==> src/rtl/note_sequencer.sv <==
// Song-table sequencer: fetches each reference note, listens for a sung frequency over a
// fixed window, hands the pair to the scorer and accumulates a saturating song total.
module note_sequencer #(
    parameter int NUM_NOTES   = 16,
    parameter int NOTE_CYCLES = 25_000_000,
    parameter int SCORE_WAIT  = 3
) (
    input  logic                         clk,
    input  logic                         reset,
    input  logic                         enable,
    input  logic                         play,
    input  logic                         sung_valid,
    input  logic [14:0]                  sung_freq_in,
    input  logic [14:0]                  note_freq_in,
    input  logic [3:0]                   score_in,
    output logic [$clog2(NUM_NOTES)-1:0] note_addr,
    output logic [14:0]                  ref_freq_out,
    output logic [14:0]                  sung_freq_out,
    output logic                         cmp_start,
    output logic [7:0]                   total_score,
    output logic                         busy,
    output logic                         done
);

    localparam int AW = $clog2(NUM_NOTES);
    localparam int WW = (NOTE_CYCLES > 1) ? $clog2(NOTE_CYCLES) : 1;
    localparam int SW = (SCORE_WAIT > 1) ? $clog2(SCORE_WAIT) : 1;
    localparam logic [AW-1:0] LAST_NOTE = AW'(NUM_NOTES - 1);
    localparam logic [WW-1:0] WIN_LAST  = WW'(NOTE_CYCLES - 1);
    localparam logic [SW-1:0] WAIT_LAST = SW'(SCORE_WAIT - 1);

    typedef enum logic [2:0] {
        S_IDLE, S_FETCH, S_LISTEN, S_COMPARE, S_WAIT, S_NEXT, S_DONE
    } state_t;

    state_t        state_q, state_d;
    logic [AW-1:0] idx_q, idx_d;
    logic          fetch_q, fetch_d;
    logic [WW-1:0] win_q, win_d;
    logic [SW-1:0] wait_q, wait_d;
    logic [14:0]   ref_q, ref_d;
    logic [14:0]   cap_q, cap_d;
    logic [7:0]    total_q, total_d;

    logic [3:0]    score_clamped;
    logic [8:0]    score_sum;

    assign score_clamped = (score_in > 4'd10) ? 4'd10 : score_in;
    assign score_sum     = {1'b0, total_q} + {5'b0, score_clamped};

    // Disabling freezes every register in place, so any strobe state resumes intact.
    always_ff @(posedge clk) begin
        if (reset) begin
            state_q <= S_IDLE;
            idx_q   <= '0;
            fetch_q <= 1'b0;
            win_q   <= '0;
            wait_q  <= '0;
            ref_q   <= '0;
            cap_q   <= '0;
            total_q <= '0;
        end else if (enable) begin
            state_q <= state_d;
            idx_q   <= idx_d;
            fetch_q <= fetch_d;
            win_q   <= win_d;
            wait_q  <= wait_d;
            ref_q   <= ref_d;
            cap_q   <= cap_d;
            total_q <= total_d;
        end
    end

    always_comb begin
        state_d = state_q;
        idx_d   = idx_q;
        fetch_d = fetch_q;
        win_d   = win_q;
        wait_d  = wait_q;
        ref_d   = ref_q;
        cap_d   = cap_q;
        total_d = total_q;
        case (state_q)
            S_IDLE: begin
                if (play) begin
                    idx_d   = '0;
                    total_d = '0;
                    cap_d   = '0;
                    fetch_d = 1'b0;
                    state_d = S_FETCH;
                end
            end
            S_FETCH: begin
                // Phase 0 presents the address; ROM data is valid in phase 1.
                if (!fetch_q) begin
                    fetch_d = 1'b1;
                end else begin
                    fetch_d = 1'b0;
                    ref_d   = note_freq_in;
                    win_d   = '0;
                    state_d = (note_freq_in == 15'd0) ? S_DONE : S_LISTEN;
                end
            end
            S_LISTEN: begin
                if (sung_valid) cap_d = sung_freq_in;
                if (win_q == WIN_LAST) begin
                    win_d   = '0;
                    state_d = (cap_d != 15'd0) ? S_COMPARE : S_NEXT;
                end else begin
                    win_d = win_q + 1'b1;
                end
            end
            S_COMPARE: begin
                wait_d  = '0;
                state_d = S_WAIT;
            end
            S_WAIT: begin
                if (wait_q == WAIT_LAST) begin
                    total_d = score_sum[8] ? 8'hFF : score_sum[7:0];
                    state_d = S_NEXT;
                end else begin
                    wait_d = wait_q + 1'b1;
                end
            end
            S_NEXT: begin
                cap_d = '0;
                if (idx_q == LAST_NOTE) begin
                    state_d = S_DONE;
                end else begin
                    idx_d   = idx_q + 1'b1;
                    state_d = S_FETCH;
                end
            end
            S_DONE:  state_d = S_IDLE;
            default: state_d = S_IDLE;
        endcase
    end

    // cmp_start is a one-cycle strobe with no back-pressure: ref/sung outputs are valid
    // while it is high and stay stable until the score is sampled.
    assign cmp_start     = enable && (state_q == S_COMPARE);
    assign done          = enable && (state_q == S_DONE);
    assign busy          = (state_q != S_IDLE);
    assign note_addr     = idx_q;
    assign ref_freq_out  = ref_q;
    assign sung_freq_out = cap_q;
    assign total_score   = total_q;

endmodule

==> config.mk <==
export PLATFORM = sky130hd
export DESIGN_NAME = note_sequencer
export DESIGN_NICKNAME = d
export VERILOG_FILES = /design/src/rtl/note_sequencer.sv
export SDC_FILE = /design/constraint.sdc
export NUM_CORES = 1
export LEC_CHECK = 0
export CORE_MARGIN = 3
export CORE_UTILIZATION = 45
export DETAILED_ROUTE_END_ITERATION = 8
export PLACE_DENSITY = 0.7
export SYNTH_ARGS = -nofsm -noshare
export SYNTH_HDL_FRONTEND = slang
export SYNTH_SLANG_ARGS = --single-unit
==> constraint.sdc <==
create_clock -name clk -period 3 [get_ports clk]
set_input_delay 0.6 -clock clk [delete_from_list [all_inputs] [get_ports clk]]
set_output_delay 0.6 -clock clk [all_outputs]
set_load 0.01 [all_outputs]
After elaboration in Yosys (flattened, before gate mapping)
Cells that the tools add are included.
Operators by class
  $add $sub $neg: 4
  eq/ne operators: 15
  order comparisons: 1
  reduce and logical (&&, ||, !) cells: 20
  mux-type cells: 28
Operator list (count)
  25-bit two-way mux: 2
  25-bit one-hot mux with 2 select lines: 1
  15-bit two-way mux: 3
  15-bit one-hot mux with 3 select lines: 1
  25-bit by 1-bit adder with 25-bit output (second input constant): 1
  25-bit equality test (second input constant): 1
  8-bit two-way mux: 3
  3-bit two-way mux: 7
  3-bit one-hot mux with 6 select lines: 1
  8-bit one-hot mux with 2 select lines: 1
  15-bit zero test: 1
  3-bit AND reduction: 5
  15-bit nonzero test: 1
  4-bit two-way mux: 3
  2-bit != test (second input constant): 6
  2-bit nonzero test: 5
  8-bit by 4-bit adder with 9-bit output: 1
  3-bit equality test (second input constant): 3
  4-bit one-hot mux with 2 select lines: 1
  4-bit AND reduction: 2
  3-bit by 2-bit equality test with 1-bit output (second input constant): 2
  3-bit nonzero test: 2
  5-bit AND reduction: 1
  4-bit by 1-bit adder with 4-bit output (second input constant): 1
  other kinds (11): 13
Storage, ports and cells
  flip-flop bits (word level): 73
  output and inout bits: 45
  input port bits: 39

Longest topological paths before layout
  word-level depth: 6
  gate-level depth with buffers: 9
  gate-level depth less buffers: 9

Worst setup path before layout
OpenSTA, ideal clock, no wires.
  path kind: input to register
  start point: input score_in[2]
  end point: register total_q[2] (netlist: total_score[2])
  setup slack: 0.676 ns
  cell stages on the path: 9
  path buffers: 0
  data arrival time: 2.192 ns
  cell sequence: o21ai_0 -> and2_1 -> ha_1 -> fa_1 -> a21oi_1 -> o21ai_0 -> and4_1 -> o21ai_0 -> a21oi_1
Between the ends
  word-level cells in the longest chain between the ends: 6
Ends and longest elaborated chain
  start, declared: line 15  | input logic [3:0] score_in,
  4-bit > comparator: line 48  | assign score_clamped = (score_in > 4'd10) ? 4'd10 : score_in;
  4-bit two-way mux (*): line 48
  8-bit by 4-bit adder with 9-bit output (*): line 49  | assign score_sum = {1'b0, total_q} + {5'b0, score_clamped};
  8-bit two-way mux (*): line 119  | total_d = score_sum[8] ? 8'hFF : score_sum[7:0];
  8-bit two-way mux (*): line 118  | if (wait_q == WAIT_LAST) begin
  8-bit one-hot mux with 2 select lines (*): line 83  | case (state_q)
  end signal, assigned: line 70  | total_q <= total_d;
  end, declared: line 43  | logic [7:0] total_q, total_d;
Every way passes the cells marked *; elsewhere a longest branch is shown, timed or not. The select of a mux whose other input is x is not followed.
A chain may end at the register's enable or synchronous reset.

Worst setup path in the final report
  start point: input score_in[2]
  end point: register total_q[7] (netlist: total_score[7])
The elaborated chain is that of the path after synthesis.

==> impl_metrics.json <==
{
  "crit_cells": 10,
  "timing.rr.end": "win_q[15]$_SDFFE_PP0P_",
  "path_cells": "clkdlybuf4s50_1 -> o21ai_0 -> and2_1 -> ha_1 -> fa_1 -> a21oi_1 -> o21ai_0 -> and4_1 -> o21ai_0 -> a21oi_1",
  "core_area_um2": 7888,
  "dp.cells": 594,
  "drt_iter0_markers": 129,
  "cts.clk_slew.worst_paths_ns": 0.07,
  "synthDistinctLibCells": 64,
  "vias_per_cell": 5.464,
  "period_needed_ns": 2.710,
  "htreeDepth": 3,
  "numPortBuffers": 83,
  "hold_viol": 0,
  "cts.sinks": 73,
  "startpoint": "score_in[2]",
  "r2r_cells": 6,
  "numCtsBuffers": 9,
  "cp_slowest_cell": "clkdlybuf4s50_1",
  "cts-root-buf": "clkbuf_8",
  "overflow": 0,
  "drc": 0,
  "ys_seq_area_share_pct": 39.19,
  "synth-simple-area-share_pct": 28.56,
  "yosys.area_share.adder_pct": 2.886,
  "synth-main-ff-cell": "dfxtp_1",
  "fmax_ghz": 0.3689,
  "synth.area.mux_share_pct": 5.671,
  "fp-row-count": 32,
  "synth_compound_area_share_pct": 13.93,
  "end_kind": "flop",
  "routedWlPerCell_um": 14.43,
  "die_x_um": 97.03,
  "syn_area_um2": 3729,
  "num-fill-cells": 690,
  "synth_edf_count": 0,
  "layout_common_cells": "82 x clkdlybuf4s50_1, 73 x dfxtp_1, 64 x nor2_1",
  "routed_wl_um": 8800,
  "required_ns": 3.22,
  "finalSetupViolCount": 0,
  "synth_top_family_by_area": "simple AND/OR/NAND/NOR gates",
  "cts_hold_buf": 0,
  "die_area_um2": 9414,
  "num_antenna_cells": 0,
  "syn_nets": 466,
  "cts_tree": "done",
  "r2r-start": "state_q[1]$_SDFFE_PP0P_",
  "grt_pass1_vias": 3209,
  "start_util_pct": 47.27,
  "worst-path-max-fanout": 6,
  "critPathMostFrequentCell": "o21ai_0",
  "max_stage_delay_ns": 0.49,
  "ir_drop_v": 0.0002832,
  "antenna_found_initial": 0,
  "avgSynthCellArea_um2": 8.899,
  "finalMaxSlewViolations": 0,
  "synth-async-reset-ratio_pct": 0,
  "io_pins": 84,
  "vias": 3333,
  "ys_ff_latch": 73,
  "grt_max_degree": 31,
  "hold_class": "flop to flop",
  "drtPass1Iterations": 4,
  "fin_crit_sh_pct": 90.35,
  "finalNonFillerCells": 610,
  "worstMarginPinSlew_ns": 0.5577,
  "final_common_cell": "clkdlybuf4s50_1",
  "die_y_um": 97.03,
  "dp_hpwl_um": 6577,
  "synth_xor_area_share_pct": 5.872,
  "drv_cap": 0,
  "status": "finished, final reports clean",
  "critPathKind": "input pin to flop",
  "ant_nets": 0,
  "ctsResizeCount": 0,
  "finClkSkew_ns": 0.006759,
  "place.gp.congestion": 0.8343,
  "cts.path.max_buffers": 2,
  "grt_usage_pct": 19.21,
  "synth_warnings": 0,
  "power.density_nw_per_um2": 413.4,
  "grt_setup_unrepaired": "no",
  "nets": 550,
  "leakagePower_nw": 1.877,
  "startpoint_type": "input pin",
  "syn_to_final_growth_pct": 30.94,
  "endpoint": "total_score[7]$_SDFFE_PP0P_",
  "synth_cells": 419,
  "drive_gt1_share_pct": 10.04,
  "cp.arrival_ns": 2.93,
  "path_buf_inv": 1,
  "cts_setup_buffers": 0,
  "cp_top_family": "compound AO/OA/AOI/OAI gates",
  "grt_pass1_wl_um": 15210,
  "slew_headroom_pct": 62.77,
  "fin_setup_tns_ns": 0,
  "reg2reg_slack_ns": 0.83,
  "clkLatencyLatePin_ns": 0.34
}
==> per-stage QoR <==
stage / cell area [µm²] / utilization, % / hold WS [ns] / setup WS [ns] / total power, mW
floorplan: 3729 / - / 0.4356 / 0.6756 / 1.090
finish: 4882 / 61.90 / 0.4612 / 0.2895 / 2.018
global placement: 4653 / 58.99 / 0.4414 / 0.1066 / 1.174
CTS: 4882 / 61.90 / 0.4639 / 0.3148 / 2.041
global route: 4882 / 61.90 / 0.4974 / 0.1006 / 2.093
detailed placement: 4653 / 58.99 / 0.4557 / -0.01823 / 1.176
==> tightest hold or removal path: cells and delay by family, from the launching register on <==
| kind | cells | cell delay, ns |
|---|---|---|
| AOI/OAI and AO/OA | 1 | 0.05 |
| DFF | 1 | 0.32 |
| and+or+nand+nor | 1 | 0.05 |
==> how the worst min path moves through the flow <==
stage / depth (start not counted) / to / from / slack [ns]
after global routing: 2 / wait_q[1]$_SDFFE_PP0P_ / wait_q[1]$_SDFFE_PP0P_ / 0.50
after detailed placement: 2 / wait_q[1]$_SDFFE_PP0P_ / wait_q[1]$_SDFFE_PP0P_ / 0.46
final: 2 / wait_q[1]$_SDFFE_PP0P_ / wait_q[1]$_SDFFE_PP0P_ / 0.46
after CTS: 2 / wait_q[1]$_SDFFE_PP0P_ / wait_q[1]$_SDFFE_PP0P_ / 0.46
after global placement: 2 / wait_q[1]$_SDFFE_PP0P_ / wait_q[1]$_SDFFE_PP0P_ / 0.44
after floorplan: 2 / wait_q[1]$_SDFFE_PP0P_ / wait_q[1]$_SDFFE_PP0P_ / 0.44
==> cell families (layout without fill, tap and decap cells) <==
group	after synthesis	after routing
compound gates	74	74
xor+xnor	25	25
fa+ha+maj	8	8
buf+inv	30	119
flops	73	73
mux	21	21
simple gates	188	188
==> synth_stat cells, drive strengths merged (4+ instances only) <==
cell type,count,share of area [%]
a21oi,16,2.1
a22oi,17,3.4
and3,7,1.2
and4,6,1.4
buf,13,2.2
clkbuf,8,0.81
dfxtp,73,39
ha,7,2.3
inv,9,0.91
mux2i,20,5.4
nand2,25,2.5
nand2b,4,1.1
nand3,17,2.4
nand3b,4,1.1
nand4,7,1.3
nor2,67,6.9
nor2b,6,1.0
nor3,13,1.9
nor4,11,2.5
nor4b,5,1.7
o21ai,14,1.9
xnor2,13,3.1
xor2,12,2.8
==> where the power goes <==
group,internal (mW),switching [mW]
Clock,0.511,0.354
Sequential,0.973,0.00603
Combinational,0.0883,0.0861
==> layout make-up <==
type,instances,area (µm²),area share [%]
Multi-Input combinational cell,316,2122,43.47
Sequential cell,73,1461,29.93
Timing Repair Buffer,94,908.4,18.61
Clock buffer,11,151.4,3.101
Tap cell,102,127.6,2.614
Clock inverter,5,77.57,1.589
Inverter,9,33.78,0.6920
==> flip-flops by register name, summed over array words and instances (netlist names) <==
signal,count
ref_freq_out,15
wait_q,2
fetch_q,1
sung_freq_out,15
win_q,25
note_addr,4
state_q,3
total_score,8
==> per-layer routing <==
metal  part of all wire [%]  global-route usage [%]  up-vias  wire length, µm
met5                      0                       0        -                0
met4                    1.3                   6.156        0              111
met3                    4.0                   4.254        9              351
met2                     51                   32.27       59             4477
met1                     44                   24.45     1584             3860
li1                       -                       -     1681                -
Power figures use the tool's default switching activity.
